### config.mk
export PLATFORM = sky130hd
export DESIGN_NAME = tone_i2s_tx
export DESIGN_NICKNAME = d
export VERILOG_FILES = /design/src/rtl/tone_i2s_tx.sv
export SDC_FILE = /design/constraint.sdc
export NUM_CORES = 1
export LEC_CHECK = 0
export BUFFER_PORTS_ARGS = -buffer_cell sky130_fd_sc_hd__buf_2
export CAP_MARGIN = 20
export CORE_MARGIN = 8
export CORE_UTILIZATION = 60
export CTS_CLUSTER_SIZE = 20
export DETAILED_ROUTE_END_ITERATION = 10
export GPL_TIMING_DRIVEN = 1
export PLACE_DENSITY_LB_ADDON = 0.1
export SYNTH_ARGS = -nofsm -noshare
export SYNTH_HDL_FRONTEND = slang
export SYNTH_SLANG_ARGS = --single-unit
### constraint.sdc
create_clock -name clk -period 5.1 [get_ports clk]
set_clock_uncertainty 0.2 [all_clocks]
set_input_delay 0.765 -clock clk [delete_from_list [all_inputs] [get_ports clk]]
set_output_delay 0.765 -clock clk [all_outputs]
set_load 0.02 [all_outputs]
### src/rtl/tone_i2s_tx.sv
// tone_i2s_tx: two-channel square-wave tone generator with a 16-bit I2S output.
// Each channel's tone frequency (Hz) goes through a shared serial restoring
// divider, which turns it into a half-period count in system clocks. A
// per-channel counter toggles a level at that rate. The signed samples are
// then serialised MSB first into I2S frames of 32 bit clocks.
module tone_i2s_tx #(
    parameter int unsigned CLK_HZ = 100_000_000,
    parameter int unsigned MIN_HZ = 20,
    parameter int unsigned MAX_HZ = 20_000,
    parameter logic [15:0] AMP    = 16'h2000
) (
    input  logic        clk,
    input  logic        rst,
    input  logic [25:0] freqL,
    input  logic [25:0] freqR,
    input  logic [2:0]  vol,
    output logic        busy,
    output logic        mclk,
    output logic        sck,
    output logic        lrck,
    output logic        sdin
);

    localparam logic [25:0] DIVIDEND = 26'(CLK_HZ / 2);
    localparam logic [25:0] MIN_F    = 26'(MIN_HZ);
    localparam logic [25:0] MAX_F    = 26'(MAX_HZ);

    typedef enum logic [1:0] {
        IDLE  = 2'd0,
        LOAD  = 2'd1,
        DIV   = 2'd2,
        STORE = 2'd3
    } state_t;

    state_t      state_r;
    state_t      state_nx_s;
    logic        sel_r;          // 0 = left channel being serviced, 1 = right
    logic        sel_nx_s;
    logic        busy_r;

    logic [8:0]  cnt_r;
    logic [31:0] sr_r;

    logic [25:0] lat_left_r;
    logic [25:0] lat_right_r;
    logic [25:0] div_r;
    logic [25:0] rem_r;
    logic [25:0] quo_r;
    logic [4:0]  bit_cnt_r;

    logic [25:0] half_left_r;
    logic [25:0] half_right_r;
    logic [25:0] tone_cnt_left_r;
    logic [25:0] tone_cnt_right_r;
    logic        level_left_r;
    logic        level_right_r;

    logic [25:0] sel_freq_s;
    logic        in_range_s;
    logic [26:0] trial_s;
    logic [25:0] rem_nx_s;
    logic        clear_left_s;
    logic        clear_right_s;
    logic [15:0] mag_s;
    logic [15:0] sample_left_s;
    logic [15:0] sample_right_s;

    // Frequency of the channel being serviced and whether it is audible
    always_comb begin
        sel_freq_s = 26'd0;
        in_range_s = 1'b0;
        if (sel_r) begin
            sel_freq_s = freqR;
        end else begin
            sel_freq_s = freqL;
        end
        in_range_s = (sel_freq_s >= MIN_F) && (sel_freq_s <= MAX_F);
    end

    // One restoring-division step: trial subtract of the divisor from the shifted remainder
    always_comb begin
        trial_s  = {rem_r, quo_r[25]} - {1'b0, div_r};
        rem_nx_s = 26'd0;
        if (trial_s[26]) begin
            rem_nx_s = {rem_r[24:0], quo_r[25]};
        end else begin
            rem_nx_s = trial_s[25:0];
        end
    end

    // Divider FSM next-state logic; the left channel wins when both have changed
    always_comb begin
        state_nx_s = state_r;
        sel_nx_s   = sel_r;
        case (state_r)
            IDLE: begin
                if (freqL != lat_left_r) begin
                    state_nx_s = LOAD;
                    sel_nx_s   = 1'b0;
                end else if (freqR != lat_right_r) begin
                    state_nx_s = LOAD;
                    sel_nx_s   = 1'b1;
                end else begin
                    state_nx_s = IDLE;
                end
            end
            LOAD: begin
                if (in_range_s) begin
                    state_nx_s = DIV;
                end else begin
                    state_nx_s = IDLE;
                end
            end
            DIV: begin
                if (bit_cnt_r == 5'd25) begin
                    state_nx_s = STORE;
                end else begin
                    state_nx_s = DIV;
                end
            end
            STORE:   state_nx_s = IDLE;
            default: state_nx_s = IDLE;
        endcase
    end

    // FSM state register; busy is registered from the next state so it tracks state_r exactly
    always_ff @(posedge clk or negedge rst) begin
        if (!rst) begin
            state_r <= IDLE;
            sel_r   <= 1'b0;
            busy_r  <= 1'b0;
        end else begin
            state_r <= state_nx_s;
            sel_r   <= sel_nx_s;
            busy_r  <= (state_nx_s != IDLE);
        end
    end

    // Divider datapath: latch the frequency, shift the quotient in one bit per cycle, store the half-period
    always_ff @(posedge clk or negedge rst) begin
        if (!rst) begin
            lat_left_r   <= 26'd0;
            lat_right_r  <= 26'd0;
            div_r        <= 26'd0;
            rem_r        <= 26'd0;
            quo_r        <= 26'd0;
            bit_cnt_r    <= 5'd0;
            half_left_r  <= 26'd0;
            half_right_r <= 26'd0;
        end else begin
            case (state_r)
                LOAD: begin
                    if (sel_r) begin
                        lat_right_r <= freqR;
                        if (!in_range_s) begin
                            half_right_r <= 26'd0;
                        end
                    end else begin
                        lat_left_r <= freqL;
                        if (!in_range_s) begin
                            half_left_r <= 26'd0;
                        end
                    end
                    div_r     <= sel_freq_s;
                    rem_r     <= 26'd0;
                    quo_r     <= DIVIDEND;
                    bit_cnt_r <= 5'd0;
                end
                DIV: begin
                    rem_r     <= rem_nx_s;
                    quo_r     <= {quo_r[24:0], ~trial_s[26]};
                    bit_cnt_r <= bit_cnt_r + 5'd1;
                end
                STORE: begin
                    if (sel_r) begin
                        half_right_r <= quo_r;
                    end else begin
                        half_left_r <= quo_r;
                    end
                end
                default: begin
                    bit_cnt_r <= bit_cnt_r;
                end
            endcase
        end
    end

    // A channel restarts its tone phase whenever its half-period is rewritten
    always_comb begin
        clear_left_s  = 1'b0;
        clear_right_s = 1'b0;
        if ((state_r == STORE) || ((state_r == LOAD) && !in_range_s)) begin
            clear_left_s  = ~sel_r;
            clear_right_s = sel_r;
        end else begin
            clear_left_s  = 1'b0;
            clear_right_s = 1'b0;
        end
    end

    // Left tone counter: toggle the level every half_left_r clocks
    always_ff @(posedge clk or negedge rst) begin
        if (!rst) begin
            tone_cnt_left_r <= 26'd0;
            level_left_r    <= 1'b0;
        end else if (clear_left_s || (half_left_r == 26'd0)) begin
            tone_cnt_left_r <= 26'd0;
            level_left_r    <= 1'b0;
        end else if (tone_cnt_left_r == (half_left_r - 26'd1)) begin
            tone_cnt_left_r <= 26'd0;
            level_left_r    <= ~level_left_r;
        end else begin
            tone_cnt_left_r <= tone_cnt_left_r + 26'd1;
        end
    end

    // Right tone counter: toggle the level every half_right_r clocks
    always_ff @(posedge clk or negedge rst) begin
        if (!rst) begin
            tone_cnt_right_r <= 26'd0;
            level_right_r    <= 1'b0;
        end else if (clear_right_s || (half_right_r == 26'd0)) begin
            tone_cnt_right_r <= 26'd0;
            level_right_r    <= 1'b0;
        end else if (tone_cnt_right_r == (half_right_r - 26'd1)) begin
            tone_cnt_right_r <= 26'd0;
            level_right_r    <= ~level_right_r;
        end else begin
            tone_cnt_right_r <= tone_cnt_right_r + 26'd1;
        end
    end

    // Signed square-wave samples, scaled by volume; a silent channel outputs zero
    always_comb begin
        mag_s          = AMP >> (3'd7 - vol);
        sample_left_s  = 16'd0;
        sample_right_s = 16'd0;
        if (half_left_r == 26'd0) begin
            sample_left_s = 16'd0;
        end else if (level_left_r) begin
            sample_left_s = mag_s;
        end else begin
            sample_left_s = 16'd0 - mag_s;
        end
        if (half_right_r == 26'd0) begin
            sample_right_s = 16'd0;
        end else if (level_right_r) begin
            sample_right_s = mag_s;
        end else begin
            sample_right_s = 16'd0 - mag_s;
        end
    end

    // Free-running frame counter; the I2S clocks are taken directly from its bits
    always_ff @(posedge clk or negedge rst) begin
        if (!rst) begin
            cnt_r <= 9'd0;
        end else begin
            cnt_r <= cnt_r + 9'd1;
        end
    end

    // Serialiser: load both samples in slot 1, otherwise shift once per bit clock
    always_ff @(posedge clk or negedge rst) begin
        if (!rst) begin
            sr_r <= 32'd0;
        end else if (cnt_r[3:0] == 4'd0) begin
            if (cnt_r[8:4] == 5'd1) begin
                sr_r <= {sample_left_s, sample_right_s};
            end else begin
                sr_r <= {sr_r[30:0], 1'b0};
            end
        end else begin
            sr_r <= sr_r;
        end
    end

    assign busy = busy_r;
    assign mclk = cnt_r[1];
    assign sck  = cnt_r[3];
    assign lrck = cnt_r[8];
    assign sdin = sr_r[31];

endmodule
Word level (Yosys, flattened, before mapping):

Index checks and enable logic that the tools add are counted.

* ROM bits: 0
* bits in writable memories: 0
* output and inout port bits: 5
* input bits: 57
* latch bits: 0
* memories kept: 0
* register bits: 286
* logic and storage cells: 102

* $mul: 0
* order comparisons: 2
* muxes and demuxes: 34
* equal/unequal tests: 14
* bitwise operators: 4
* reductions and logical operators: 21
* shift-type cells: 1
* $add $sub $neg: 9
* div/mod/pow operators: 0

Operators by type and width (number)
* $mux W26: 11
* $pmux W26 S2: 4
* $mux W16: 4
* $add A26 B1 Y26 const B: 2
* $eq A26 B26 Y1: 2
* $logic_not A26 Y1: 2
* $ne A26 B26 Y1: 2
* $sub A26 B1 Y26 const B: 2
* $mux W32: 1
* $sub A27 B26 Y27: 1
* $ge A26 B5 Y1 const B: 1
* $le A26 B15 Y1 const B: 1
* $shr A14 B3 Y16 const A: 1
* $sub A1 B16 Y16 const A: 1
* $reduce_bool A2 Y1: 6
* $mux W1: 11
* $ne A2 B2 Y1 const B: 5
* $pmux W5 S2: 1
* $add A9 B1 Y9 const B: 1
* $pmux W2 S4: 1
* $reduce_and A4 Y1: 2
* $reduce_and A2 Y1: 3
* $add A5 B1 Y5 const B: 1
* $eq A5 B1 Y1 const B: 1
* other kinds (11): 18

Logic depth before layout (Yosys ltp):

Gate-level depths: netlist (run 1).

* depth in word-level cells: 9
* mapped depth: 13

Worst setup path before layout (run 1):

Ideal clock, no wire load.

* path kind: input to register
* from: input port freqL[8]
* to: register half_left_r[10]
* path slack: 1.489 ns
* data required time: 4.775 ns
* library setup time: 0.125 ns
* stages: 9
* arrival: 3.286 ns
* path buffers: 1
* cells stage by stage: or4_1 > o41ai_1 > o21ai_0 > o31a_1 > nand3_1 > inv_1 > nor3_1 > clkbuf_1 > mux2_2

* cells in the longest elaborated chain, start to end: 5
* elaborated cells on any way between the ends: 6
* those cells by class: 2 x order compare; 1 x eq/ne; 1 x mux; 2 x reduce/logical

RTL lines
* start: declaration: line 14 `input logic [25:0] freqL,`
* $mux W26 (*): line 72 `if (sel_r) begin`
* $ge A26 B5 Y1 / $le A26 B15 Y1 (equally long branches): line 77 `in_range_s = (sel_freq_s >= MIN_F) && (sel_freq_s <= MAX_F);`
* $logic_and A1 B1 Y1 (*): line 77
* $ne A2 B2 Y1 (no source line) (*)
* $reduce_and A4 Y1 (no source line) (*)
* end signal: assignment: line 178 `half_left_r <= quo_r;`
* end: declaration: line 51 `logic [25:0] half_left_r;`

Every way passes the cells marked *; elsewhere a longest branch is shown, timed or not.
A chain may end at the register's enable or synchronous reset.

Worst setup path in the final report (run 1):

* from: register quo_r[25]
* to: register rem_r[12]

* cells in the longest elaborated chain, start to end: 3

RTL lines
* start: declaration: line 48 `logic [25:0] quo_r;`
* start signal: assignment: line 171 `quo_r <= {quo_r[24:0], ~trial_s[26]};`
* $sub A27 B26 Y27: line 82 `trial_s = {rem_r, quo_r[25]} - {1'b0, div_r};`
* $mux W26: line 84 `if (trial_s[26]) begin`
* $pmux W26 S2: line 151 `case (state_r)`
* end signal: assignment: line 170 `rem_r <= rem_nx_s;`
* end: declaration: line 47 `logic [25:0] rem_r;`

Every way passes these cells.

==> flow_results.xml, run 1 <==
<?xml version="1.0" encoding="UTF-8"?>
<metrics>
  <group name="pwr">
    <metric name="pwr-share-comb" unit="%">9.3</metric>
    <metric name="netSwitchingFraction" unit="%">24.2</metric>
    <metric name="power.net_switching" unit="mW">1.23</metric>
    <metric name="powerDensity" unit="mW/mm^2">286</metric>
    <metric name="p_int" unit="mW">3.85</metric>
    <metric name="post-layout-total-power" unit="mW">5.08</metric>
    <metric name="power.share.clock" unit="%">44.0</metric>
    <metric name="vdd_ir_drop_max" unit="mV">0.308</metric>
    <metric name="seqPwrFrac" unit="%">46.7</metric>
    <metric name="total_leakage_power" unit="nW">8.08</metric>
  </group>
  <group name="cells_and_area">
    <metric name="antenna_cells_inserted" unit="">0</metric>
    <metric name="layout.cell_area.non_filler" unit="sq mm">0.0178</metric>
    <metric name="stdcell_count" unit="">2052</metric>
    <metric name="finalNetCount" unit="">1788</metric>
    <metric name="fillerInstances" unit="">2156</metric>
    <metric name="utilization" unit="%">66.7</metric>
    <metric name="area.growth.synth_to_final" unit="%">10.3</metric>
    <metric name="final_layout_size_suffix_gt1_share" unit="%">14.7</metric>
  </group>
  <group name="worst_setup_path">
    <metric name="crit_path_end_kind" unit="">flop</metric>
    <metric name="timing.critical_path.fanout_max" unit="">19</metric>
    <metric name="startpoint" unit="">quo_r[25]</metric>
    <metric name="worst_reg2reg_path_depth" unit="">13</metric>
    <metric name="critical_path.endpoint" unit="">rem_r[12]</metric>
    <metric name="critical_path.max_stage_delay" unit="ns">0.61</metric>
    <metric name="critical_path.cell_chain" unit="">inv_1 &gt; ha_1 &gt; fa_1 &gt; nand2b_1 &gt; a21oi_1 &gt; o21ai_0 &gt; o211a_1 &gt; o31ai_1 &gt; o21ai_0 &gt; xor2_4 &gt; buf_4 &gt; mux2i_1 &gt; o2bb2ai_1</metric>
    <metric name="cpMostUsedCell" unit="">sky130_fd_sc_hd__o21ai_0</metric>
    <metric name="critical_path_arrival" unit="ns">4.59</metric>
    <metric name="crit_path_start_kind" unit="">flop</metric>
    <metric name="cp_required" unit="ns">5.29</metric>
    <metric name="timing.rr.start" unit="">quo_r[25]</metric>
    <metric name="critPathKind" unit="">flop to flop</metric>
    <metric name="ff2ff_setup_slack" unit="ns">0.70</metric>
    <metric name="critical_path.reg2reg.endpoint" unit="">rem_r[12]</metric>
    <metric name="crit_path_top_delay_cell" unit="">sky130_fd_sc_hd__xor2_4</metric>
  </group>
  <group name="yosys">
    <metric name="yosys_warnings" unit="">0</metric>
    <metric name="synth.lib_cells_used.distinct" unit="">69</metric>
    <metric name="synth-main-ff-cell" unit="">sky130_fd_sc_hd__dfrtp_1</metric>
    <metric name="synth_edf_count" unit="">0</metric>
    <metric name="yosysSeqAreaShare" unit="%">43.5</metric>
    <metric name="synth_async_sr_flop_share" unit="%">100</metric>
    <metric name="postSynthCellCount" unit="">1648</metric>
    <metric name="syn-cell-area" unit="sq mm">0.0161</metric>
    <metric name="synthDominantCellAreaShare" unit="%">43.5</metric>
    <metric name="synth_area_per_cell" unit="sq um">9.78</metric>
    <metric name="most_frequent_cell_after_synthesis" unit="">sky130_fd_sc_hd__dfrtp_1</metric>
    <metric name="synth_common_cells" unit="">sky130_fd_sc_hd__dfrtp_1 (280), sky130_fd_sc_hd__nor2_1 (165), sky130_fd_sc_hd__xnor2_1 (107)</metric>
    <metric name="synthDominantAreaCellType" unit="">sky130_fd_sc_hd__dfrtp_1</metric>
    <metric name="mappedNetlistNets" unit="">1747</metric>
    <metric name="synth_seq_cells" unit="">280</metric>
    <metric name="synth.top_cells.by_area" unit="">sky130_fd_sc_hd__dfrtp_1 (43%), sky130_fd_sc_hd__mux2_2 (7.3%), sky130_fd_sc_hd__xnor2_1 (5.8%)</metric>
  </group>
  <group name="sta">
    <metric name="finalMaxSlewViolations" unit="">0</metric>
    <metric name="fin_tns_setup" unit="ns">0</metric>
    <metric name="worst_pin_slew" unit="ns">1.01</metric>
    <metric name="achievable-frequency" unit="MHz">227</metric>
    <metric name="hold_viol" unit="">0</metric>
    <metric name="relSlewSlack" unit="%">32.0</metric>
    <metric name="post-route-min-period" unit="ns">4.40</metric>
    <metric name="setup_viol" unit="">0</metric>
    <metric name="whs" unit="ns">0.0368</metric>
    <metric name="rsz0062_at_grt" unit="">false</metric>
    <metric name="worst_slack" unit="ns">0.701</metric>
    <metric name="share_of_the_clock_period_used_by_the_worst_path" unit="%">86.3</metric>
  </group>
  <group name="clock_tree">
    <metric name="clk_latency" unit="ns">0.55</metric>
    <metric name="cts_htree_levels" unit="">1</metric>
    <metric name="post_cts_resized" unit="">0</metric>
    <metric name="clockBufferDepth" unit="">3</metric>
    <metric name="cts_root_buffer" unit="">sky130_fd_sc_hd__clkbuf_16</metric>
    <metric name="clkTransAtPathRegs" unit="ns">0.06</metric>
    <metric name="cts-buffers-inserted" unit="">31</metric>
    <metric name="cts.sink_count" unit="">280</metric>
    <metric name="quantity_of_hold_fixing_buffers_added_after_cts" unit="">0</metric>
    <metric name="cts.repair_timing.setup_buffer_count" unit="">0</metric>
    <metric name="tritoncts" unit="">yes</metric>
  </group>
  <group name="drt">
    <metric name="drtAntennaViolNets" unit="">0</metric>
    <metric name="routed-via-count" unit="">12000</metric>
    <metric name="post_drt_wl_per_cell" unit="um">17.9</metric>
    <metric name="drt_iter0_drc" unit="">831</metric>
    <metric name="avgViaCountPerCell" unit="">5.87</metric>
    <metric name="drt_drc_violations_left" unit="">0</metric>
    <metric name="drt-total-wl" unit="um">36800</metric>
    <metric name="dr.pass1.iters" unit="">5</metric>
  </group>
  <group name="die">
    <metric name="floorplan.initialDensity" unit="%">60.5</metric>
    <metric name="area_enclosed_by_the_die_boundary" unit="sq mm">0.0324</metric>
    <metric name="fp.coreArea" unit="sq mm">0.0267</metric>
    <metric name="floorplan.die.width" unit="um">180</metric>
    <metric name="ioPinCount" unit="">62</metric>
    <metric name="rows" unit="">60</metric>
    <metric name="die_y" unit="um">180</metric>
  </group>
  <group name="placement">
    <metric name="pre_cts_slack" unit="ns">0.743</metric>
    <metric name="place_congestion" unit="">0.852</metric>
    <metric name="placedInstanceArea" unit="sq mm">0.0167</metric>
    <metric name="buffer_ports.inserted" unit="">61</metric>
    <metric name="hpwlAfterDp" unit="um">26300</metric>
    <metric name="place_inst" unit="">1995</metric>
  </group>
  <group name="global_routing">
    <metric name="grt_max_degree" unit="">110</metric>
    <metric name="grt_antenna_before_repair" unit="">1</metric>
    <metric name="first_global_vias" unit="">12000</metric>
    <metric name="grt_first_pass_wirelength" unit="um">61000</metric>
    <metric name="grt_use_total" unit="%">22.4</metric>
    <metric name="grt-ovfl-total" unit="">0</metric>
  </group>
  <group name="status">
    <metric name="run_status" unit="">completed</metric>
  </group>
  <group name="hold_path">
    <metric name="timing.hold.worst.class" unit="">input pin to async pin</metric>
  </group>
  <group name="flow_run">
    <metric name="cap_viol_max_count" unit="">0</metric>
  </group>
</metrics>
-- worst max-delay path, delay by kind of cell, from the launching register on --
family                   cells  cell delay (ns)
flip-flops                   1             0.37
XOR/XNOR                     1             0.61
AND/OR/NAND/NOR              1             0.19
multiplexers                 1             0.24
AO/OA/AOI/OAI                6             1.56
adder cells (fa/ha/maj)      2             0.62
buffers and inverters        2             0.44
-- routing by layer --
| metal | track usage (%) | share of wire [%] | vias to the layer above | wire, um |
|---|---|---|---|---|
| li1 | - | - | 5871 | - |
| met1 | 28.9 | 45 | 5890 | 16500 |
| met2 | 39.0 | 49 | 220 | 18100 |
| met3 | 2.74 | 3.3 | 63 | 1210 |
| met4 | 6.30 | 2.6 | 2 | 949 |
| met5 | 0 | 0.022 | - | 8 |
-- state kept, by name, indices dropped and copies added (netlist names), 2 cells and up --
register	count
state_r	2
bit_cnt_r	5
tone_cnt_right_r	26
div_r	26
tone_cnt_left_r	26
half_right_r	26
half_left_r	26
lat_right_r	26
lat_left_r	26
cnt_r	9
rem_r	26
sr_r	26
quo_r	26
-- placed cells by master, fill, tap and decap left out, types with 9 or more instances in the layout --
cell type,count
sky130_fd_sc_hd__mux2i_1,53
sky130_fd_sc_hd__nand2b_1,12
sky130_fd_sc_hd__nor2b_1,9
sky130_fd_sc_hd__xnor2_1,107
sky130_fd_sc_hd__nor3_1,28
sky130_fd_sc_hd__nor2_1,165
sky130_fd_sc_hd__xor2_1,90
sky130_fd_sc_hd__buf_4,12
sky130_fd_sc_hd__inv_1,78
sky130_fd_sc_hd__nor4_1,22
sky130_fd_sc_hd__o21ai_0,77
sky130_fd_sc_hd__nand4_1,27
sky130_fd_sc_hd__dfrtp_1,279
sky130_fd_sc_hd__clkbuf_8,9
sky130_fd_sc_hd__and3_1,28
sky130_fd_sc_hd__a221oi_1,11
sky130_fd_sc_hd__a211oi_1,9
sky130_fd_sc_hd__clkbuf_16,31
sky130_fd_sc_hd__ha_1,40
sky130_fd_sc_hd__nand3_1,65
sky130_fd_sc_hd__buf_2,60
sky130_fd_sc_hd__a31oi_1,19
sky130_fd_sc_hd__o2bb2ai_1,18
sky130_fd_sc_hd__mux2_2,104
sky130_fd_sc_hd__a21o_1,15
sky130_fd_sc_hd__and2_1,34
sky130_fd_sc_hd__nand2_1,100
sky130_fd_sc_hd__a21oi_1,71
-- logic make-up after synthesis --
logic type / synth area share [%]
buffers and inverters: 3.74
muxes: 10.6
DFF: 43.5
AOI/OAI and AO/OA: 11.2
adders and majority gates: 3.31
and+or+nand+nor: 17.0
xor gates and xnor gates: 10.8
-- power groups by stage --
stage | clock [mW] | combinational (mW) | sequential, mW
2_1_floorplan | 0 | 0.307 | 2.39
4_1_cts | 2.28 | 0.472 | 2.37
3_3_place_gp | 0 | 0.462 | 2.40
5_1_grt | 2.36 | 0.524 | 2.38
3_5_place_dp | 0 | 0.470 | 2.41
6_report | 2.23 | 0.470 | 2.37
-- worst min path at each step --
| stage | endpoint | cells past startpoint |
|---|---|---|
| 2_1_floorplan | sr_r[16] | 2 |
| 3_3_place_gp | sr_r[20] | 2 |
| 3_5_place_dp | sr_r[20] | 2 |
| 4_1_cts | cnt_r[2] | 1 |
| 5_1_grt | cnt_r[2] | 1 |
| 6_report | cnt_r[8] | 1 |
-- cell type report --
| type | instances | area [sq um] | share of cell area (%) |
|---|---|---|---|
| flip-flops and latches | 280 | 7010 | 39.4 |
| multi-input cells | 1220 | 8530 | 48.0 |
| inverters | 80 | 300 | 1.69 |
| clock inverters | 9 | 98.8 | 0.556 |
| well taps | 341 | 427 | 2.40 |
| repair buffers | 76 | 480 | 2.70 |
| clock buffers | 46 | 922 | 5.19 |
Note: power is estimated with default switching activity, not from simulation.
==> run 2: changes to the inputs <==
==> constraint.sdc (replaced) <==
create_clock -name clk -period 4.9 [get_ports clk]
set_clock_uncertainty 0.2 [all_clocks]
set_input_delay 0.735 -clock clk [delete_from_list [all_inputs] [get_ports clk]]
set_output_delay 0.735 -clock clk [all_outputs]
set_load 0.02 [all_outputs]
==> run 2 against run 1 <==
Count of clock-buffer cells in the layout shrank 7. Setup slack lost 0.030 ns. Final area grew 0.85%. Sequential power grew 4%. Critical path depth is the same. First-iteration DRC count grew 9.6%. Clock power grew 18%. Cell count grew 0.19%. Routed wire length grew 0.69%. Non-clock buffer count grew 2. Sequential cell count is the same. Critical path type unchanged.
==> flow_results.xml, run 2 (synthesized netlist as in run 1, its figures left out) <==
<?xml version="1.0" encoding="UTF-8"?>
<metrics>
  <group name="status">
    <metric name="run_status" unit="">completed</metric>
  </group>
  <group name="die">
    <metric name="ioPinCount" unit="">62</metric>
    <metric name="area_enclosed_by_the_die_boundary" unit="sq mm">0.0324</metric>
    <metric name="floorplan.die.width" unit="um">180</metric>
    <metric name="die_y" unit="um">180</metric>
    <metric name="rows" unit="">60</metric>
    <metric name="floorplan.initialDensity" unit="%">60.5</metric>
    <metric name="fp.coreArea" unit="sq mm">0.0267</metric>
  </group>
  <group name="cells_and_area">
    <metric name="stdcell_count" unit="">2056</metric>
    <metric name="antenna_cells_inserted" unit="">0</metric>
    <metric name="layout.cell_area.non_filler" unit="sq mm">0.0179</metric>
    <metric name="layout_commonest_cell" unit="">sky130_fd_sc_hd__dfrtp_1</metric>
    <metric name="area.growth.synth_to_final" unit="%">11.2</metric>
    <metric name="fillerInstances" unit="">2125</metric>
    <metric name="finalNetCount" unit="">1790</metric>
    <metric name="final_layout_size_suffix_gt1_share" unit="%">15.2</metric>
    <metric name="layout.cells.most_common_list" unit="">sky130_fd_sc_hd__dfrtp_1 (279), sky130_fd_sc_hd__nor2_1 (165), sky130_fd_sc_hd__xnor2_1 (107), sky130_fd_sc_hd__mux2_2 (104), sky130_fd_sc_hd__nand2_1 (100)</metric>
  </group>
  <group name="worst_setup_path">
    <metric name="timing.critical_path.fanout_max" unit="">12</metric>
    <metric name="crit_path_end_kind" unit="">flop</metric>
    <metric name="cp_required" unit="ns">5.10</metric>
    <metric name="crit_path_start_kind" unit="">flop</metric>
    <metric name="critical_path_arrival" unit="ns">4.43</metric>
    <metric name="critPathKind" unit="">flop to flop</metric>
  </group>
  <group name="clock_tree">
    <metric name="clockBufferDepth" unit="">3</metric>
    <metric name="cts.sink_count" unit="">280</metric>
    <metric name="cts.repair_timing.setup_buffer_count" unit="">0</metric>
    <metric name="clkTransAtPathRegs" unit="ns">0.06</metric>
    <metric name="quantity_of_hold_fixing_buffers_added_after_cts" unit="">0</metric>
    <metric name="cts_root_buffer" unit="">sky130_fd_sc_hd__clkbuf_16</metric>
    <metric name="clk_latency" unit="ns">0.56</metric>
    <metric name="tritoncts" unit="">yes</metric>
    <metric name="cts_htree_levels" unit="">1</metric>
    <metric name="cts-buffers-inserted" unit="">31</metric>
    <metric name="post_cts_resized" unit="">0</metric>
  </group>
  <group name="pwr">
    <metric name="powerDensity" unit="mW/mm^2">312</metric>
    <metric name="post-layout-total-power" unit="mW">5.59</metric>
    <metric name="vdd_ir_drop_max" unit="mV">0.355</metric>
    <metric name="total_leakage_power" unit="nW">8.14</metric>
  </group>
  <group name="sta">
    <metric name="finalMaxSlewViolations" unit="">0</metric>
    <metric name="relSlewSlack" unit="%">36.6</metric>
    <metric name="post-route-min-period" unit="ns">4.23</metric>
    <metric name="worst_pin_slew" unit="ns">0.948</metric>
    <metric name="rsz0062_at_grt" unit="">false</metric>
    <metric name="fin_tns_setup" unit="ns">0</metric>
    <metric name="achievable-frequency" unit="MHz">236</metric>
    <metric name="share_of_the_clock_period_used_by_the_worst_path" unit="%">86.3</metric>
    <metric name="setup_viol" unit="">0</metric>
    <metric name="hold_viol" unit="">0</metric>
  </group>
  <group name="global_routing">
    <metric name="grt_first_pass_wirelength" unit="um">62100</metric>
    <metric name="grt-ovfl-total" unit="">0</metric>
    <metric name="first_global_vias" unit="">12100</metric>
    <metric name="grt_antenna_before_repair" unit="">0</metric>
    <metric name="grt_use_total" unit="%">22.7</metric>
    <metric name="grt_max_degree" unit="">125</metric>
  </group>
  <group name="flow_run">
    <metric name="cap_viol_max_count" unit="">0</metric>
  </group>
  <group name="drt">
    <metric name="drtAntennaViolNets" unit="">0</metric>
    <metric name="drt_iter0_drc" unit="">911</metric>
    <metric name="dr.pass1.iters" unit="">5</metric>
    <metric name="avgViaCountPerCell" unit="">5.87</metric>
    <metric name="drt-total-wl" unit="um">37000</metric>
    <metric name="drt_drc_violations_left" unit="">0</metric>
    <metric name="post_drt_wl_per_cell" unit="um">18.0</metric>
    <metric name="routed-via-count" unit="">12100</metric>
  </group>
  <group name="placement">
    <metric name="place_congestion" unit="">0.829</metric>
    <metric name="hpwlAfterDp" unit="um">26400</metric>
    <metric name="buffer_ports.inserted" unit="">61</metric>
    <metric name="placedInstanceArea" unit="sq mm">0.0167</metric>
    <metric name="place_inst" unit="">1997</metric>
  </group>
  <group name="hold_path">
    <metric name="timing.hold.worst.class" unit="">input pin to async pin</metric>
  </group>
</metrics>
[run 2: critical path, cell delays in order (launching register included)]
cell                        delay, ns
sky130_fd_sc_hd__dfrtp_1         0.37
sky130_fd_sc_hd__inv_1           0.07
sky130_fd_sc_hd__ha_1            0.21
sky130_fd_sc_hd__fa_1            0.41
sky130_fd_sc_hd__nand2b_1        0.19
sky130_fd_sc_hd__a21oi_1         0.27
sky130_fd_sc_hd__o21ai_0         0.22
sky130_fd_sc_hd__o211a_1         0.26
sky130_fd_sc_hd__o31ai_1         0.48
sky130_fd_sc_hd__o21ai_0         0.34
sky130_fd_sc_hd__xor2_4          0.48
sky130_fd_sc_hd__buf_4           0.30
sky130_fd_sc_hd__mux2i_1         0.21
sky130_fd_sc_hd__o2bb2ai_1       0.08
[run 2: routing by layer]
metal / vias to the layer above / track usage, % / wire [um]
li1: 5893 / - / -
met2: 258 / 39.5 / 18200
met5: - / 0 / 0
met3: 55 / 3.47 / 1520
met1: 5853 / 29.3 / 16400
met4: 0 / 5.97 / 907
[run 2: final timing paths]
check	from	to	slack (ns)	depth (start not counted)
worst min register to register	sr_r[19]	sr_r[19]	0.27	2
min in group clk	sr_r[19]	sr_r[19]	0.27	2
worst max-delay path	quo_r[25]	rem_r[10]	0.67	13
worst min-delay path	rst	cnt_r[3]	0.08	1
max in group asynchronous	rst	tone_cnt_right_r[1]	3.46	2
worst max register to register	quo_r[25]	rem_r[10]	0.67	13
[run 2: per-stage QoR]
step	hold slack, ns	setup slack (ns)	utilization, %
2_1_floorplan	0.238	1.32	-
3_3_place_gp	0.248	0.862	62.7
3_5_place_dp	0.255	0.710	62.7
4_1_cts	0.115	0.674	67.1
5_1_grt	0.149	0.358	67.2
6_report	0.0808	0.671	67.2
[run 2: power breakdown]
part / internal [mW] / switching [mW]
registers: 2.40 / 0.0646
clock network: 1.66 / 0.969
logic: 0.211 / 0.280
total: 4.28 / 1.31
[run 2: area by class of cell]
class / count / area (sq um) / share of cell area [%]
clock buffer: 39 / 866 / 4.83
clock inverter: 18 / 300 / 1.68
inverter: 80 / 300 / 1.68
multi-input combinational: 1220 / 8530 / 47.6
sequential: 280 / 7010 / 39.1
tap: 341 / 427 / 2.38
timing repair buffer: 78 / 485 / 2.71
==> run 3: changes to the inputs <==
--- a/config.mk
+++ b/config.mk
@@ -11,6 +11,7 @@
 export CORE_UTILIZATION = 60
 export CTS_CLUSTER_SIZE = 20
 export DETAILED_ROUTE_END_ITERATION = 10
+export GPL_ROUTABILITY_DRIVEN = 0
 export GPL_TIMING_DRIVEN = 1
 export PLACE_DENSITY_LB_ADDON = 0.1
 export SYNTH_ARGS = -nofsm -noshare
==> constraint.sdc (replaced) <==
create_clock -name clk -period 4.9 [get_ports clk]
set_clock_uncertainty 0.2 [all_clocks]
set_input_delay 0.98 -clock clk [delete_from_list [all_inputs] [get_ports clk]]
set_output_delay 0.98 -clock clk [all_outputs]
set_load 0.02 [all_outputs]
==> run 3 against run 2 <==
Setup slack gained 0.069 ns. Die area is the same. Register-to-register slack gained 0.07 ns. Highest routed layer unchanged. Sequential cell count is the same.
==> flow_results.xml, run 3 (synthesized netlist as in run 1, its figures left out) <==
<?xml version="1.0" encoding="UTF-8"?>
<metrics>
  <group name="hold_path">
    <metric name="min_delay_worst_endpoint" unit="">sr_r[19]</metric>
    <metric name="hold-path-cell-count" unit="">2</metric>
    <metric name="timing.hold.worst.class" unit="">flop to flop</metric>
    <metric name="hold_path.startpoint" unit="">sr_r[19]</metric>
  </group>
  <group name="global_routing">
    <metric name="grt_antenna_before_repair" unit="">0</metric>
    <metric name="grt_first_pass_wirelength" unit="um">61300</metric>
    <metric name="grt_use_total" unit="%">22.5</metric>
    <metric name="grt-ovfl-total" unit="">0</metric>
    <metric name="first_global_vias" unit="">11800</metric>
    <metric name="grt_max_degree" unit="">107</metric>
  </group>
  <group name="sta">
    <metric name="relSlewSlack" unit="%">41.4</metric>
    <metric name="fin_tns_setup" unit="ns">0</metric>
    <metric name="finalMaxSlewViolations" unit="">0</metric>
    <metric name="setup_viol" unit="">0</metric>
    <metric name="post-route-min-period" unit="ns">4.16</metric>
    <metric name="share_of_the_clock_period_used_by_the_worst_path" unit="%">84.9</metric>
    <metric name="hold_viol" unit="">0</metric>
    <metric name="worst_pin_slew" unit="ns">0.878</metric>
    <metric name="achievable-frequency" unit="MHz">240</metric>
    <metric name="worst_slack" unit="ns">0.741</metric>
    <metric name="rsz0062_at_grt" unit="">false</metric>
  </group>
  <group name="die">
    <metric name="ioPinCount" unit="">62</metric>
    <metric name="fp.coreArea" unit="sq mm">0.0267</metric>
    <metric name="floorplan.die.width" unit="um">180</metric>
    <metric name="area_enclosed_by_the_die_boundary" unit="sq mm">0.0324</metric>
    <metric name="floorplan.initialDensity" unit="%">60.5</metric>
    <metric name="rows" unit="">60</metric>
    <metric name="die_y" unit="um">180</metric>
  </group>
  <group name="worst_setup_path">
    <metric name="worst_reg2reg_path_depth" unit="">13</metric>
    <metric name="cp_required" unit="ns">5.14</metric>
    <metric name="critical_path.reg2reg.endpoint" unit="">rem_r[16]</metric>
    <metric name="timing.rr.start" unit="">quo_r[25]</metric>
    <metric name="crit_path_end_kind" unit="">flop</metric>
    <metric name="timing.critical_path.fanout_max" unit="">14</metric>
    <metric name="critical_path.max_stage_delay" unit="ns">0.46</metric>
    <metric name="cpMostUsedCell" unit="">sky130_fd_sc_hd__o21ai_0</metric>
    <metric name="ff2ff_setup_slack" unit="ns">0.74</metric>
    <metric name="crit_path_top_delay_cell" unit="">sky130_fd_sc_hd__o31ai_1</metric>
    <metric name="critPathKind" unit="">flop to flop</metric>
    <metric name="critical_path_arrival" unit="ns">4.40</metric>
    <metric name="critical_path.cell_chain" unit="">inv_1 &gt; ha_1 &gt; fa_1 &gt; nand2b_1 &gt; a21oi_1 &gt; o21ai_0 &gt; o211a_1 &gt; o31ai_1 &gt; o21ai_0 &gt; xor2_4 &gt; buf_4 &gt; nor3_1 &gt; a211o_1</metric>
    <metric name="crit_path_start_kind" unit="">flop</metric>
  </group>
  <group name="clock_tree">
    <metric name="post_cts_resized" unit="">0</metric>
    <metric name="cts_htree_levels" unit="">1</metric>
    <metric name="cts.repair_timing.setup_buffer_count" unit="">0</metric>
    <metric name="clkTransAtPathRegs" unit="ns">0.06</metric>
    <metric name="quantity_of_hold_fixing_buffers_added_after_cts" unit="">0</metric>
    <metric name="clk_latency" unit="ns">0.56</metric>
    <metric name="cts_root_buffer" unit="">sky130_fd_sc_hd__clkbuf_16</metric>
    <metric name="cts-buffers-inserted" unit="">31</metric>
    <metric name="cts.sink_count" unit="">280</metric>
    <metric name="clockBufferDepth" unit="">3</metric>
    <metric name="tritoncts" unit="">yes</metric>
  </group>
  <group name="pwr">
    <metric name="vdd_ir_drop_max" unit="mV">0.353</metric>
    <metric name="powerDensity" unit="mW/mm^2">309</metric>
    <metric name="total_leakage_power" unit="nW">8.15</metric>
  </group>
  <group name="drt">
    <metric name="drt_drc_violations_left" unit="">0</metric>
    <metric name="drtAntennaViolNets" unit="">0</metric>
    <metric name="drt_iter0_drc" unit="">796</metric>
    <metric name="dr.pass1.iters" unit="">5</metric>
    <metric name="post_drt_wl_per_cell" unit="um">17.9</metric>
    <metric name="drt-total-wl" unit="um">36800</metric>
    <metric name="routed-via-count" unit="">12100</metric>
    <metric name="avgViaCountPerCell" unit="">5.88</metric>
  </group>
  <group name="flow_run">
    <metric name="cap_viol_max_count" unit="">0</metric>
  </group>
  <group name="cells_and_area">
    <metric name="finalNetCount" unit="">1792</metric>
    <metric name="layout.cells.most_common_list" unit="">sky130_fd_sc_hd__dfrtp_1 (279), sky130_fd_sc_hd__nor2_1 (165), sky130_fd_sc_hd__xnor2_1 (107), sky130_fd_sc_hd__mux2_2 (104), sky130_fd_sc_hd__nand2_1 (100)</metric>
    <metric name="fillerInstances" unit="">2105</metric>
    <metric name="layout.cell_area.non_filler" unit="sq mm">0.0179</metric>
    <metric name="utilization" unit="%">67.2</metric>
    <metric name="area_of_all_sequential_standard_cells" unit="sq mm">0.00701</metric>
    <metric name="multiInputGateArea" unit="sq mm">0.00853</metric>
    <metric name="layout_commonest_cell" unit="">sky130_fd_sc_hd__dfrtp_1</metric>
    <metric name="antenna_cells_inserted" unit="">0</metric>
    <metric name="final_layout_size_suffix_gt1_share" unit="%">15.2</metric>
    <metric name="stdcell_count" unit="">2058</metric>
    <metric name="area.growth.synth_to_final" unit="%">11.2</metric>
  </group>
  <group name="status">
    <metric name="run_status" unit="">completed</metric>
  </group>
  <group name="placement">
    <metric name="hpwlAfterDp" unit="um">26000</metric>
    <metric name="buffer_ports.inserted" unit="">61</metric>
    <metric name="place_inst" unit="">1999</metric>
    <metric name="pre_cts_slack" unit="ns">0.778</metric>
    <metric name="placedInstanceArea" unit="sq mm">0.0167</metric>
  </group>
</metrics>
run 3: cell count changes in the layout (fill, tap and decap cells not counted), sizes merged:
cell      previous run  this run
clkinvlp             4         1
buf                 77        79
bufinv               8         6
clkbuf              40        45
run 3: worst max-delay path by stage:
stage / slack (ns) / end / depth (start not counted) / start
floorplan: 1.07 / half_left_r[10] / 9 / freqL[8]
global placement: 0.86 / rem_r[16] / 13 / quo_r[25]
detailed placement: 0.78 / rem_r[16] / 13 / quo_r[25]
CTS: 0.75 / rem_r[16] / 13 / quo_r[25]
global route: 0.52 / rem_r[16] / 13 / quo_r[25]
finish: 0.74 / rem_r[16] / 13 / quo_r[25]
run 3: final cells by class:
class | count | area share (%)
clock buffer | 44 | 5.16
clock inverter | 13 | 1.22
inverter | 80 | 1.68
multi-input combinational | 1220 | 47.6
sequential | 280 | 39.1
tap | 341 | 2.38
timing repair buffer | 80 | 2.79
run 3: power by group:
group          switching, mW  total, mW  internal (mW)
sequential            0.0650       2.47           2.40
combinational          0.277      0.488          0.211
clock                  0.967       2.58           1.62
run 3: worst max-delay path: cells and delay by family (launching register included):
| kind | cells | cell delay [ns] |
|---|---|---|
| xor gates and xnor gates | 1 | 0.46 |
| AOI/OAI and AO/OA | 6 | 1.80 |
| and+or+nand+nor | 2 | 0.25 |
| adders and majority gates | 2 | 0.61 |
| DFF | 1 | 0.37 |
| buffers and inverters | 2 | 0.36 |
run 3: stage by stage:
step	power [mW]	hold slack [ns]
final	5.54	0.269
after global placement	2.98	0.248
after CTS	5.58	0.269
after floorplan	2.81	0.238
after detailed placement	3.00	0.255
after global routing	5.74	0.293
run 3: metal layers:
| metal | part of all wire [%] | GRT usage (%) | up-vias |
|---|---|---|---|
| li1 | - | - | 5889 |
| met5 | 0 | 0 | - |
| met2 | 49 | 38.6 | 237 |
| met1 | 44 | 29.2 | 5919 |
| met3 | 3.9 | 3.10 | 64 |
| met4 | 2.9 | 6.64 | 0 |
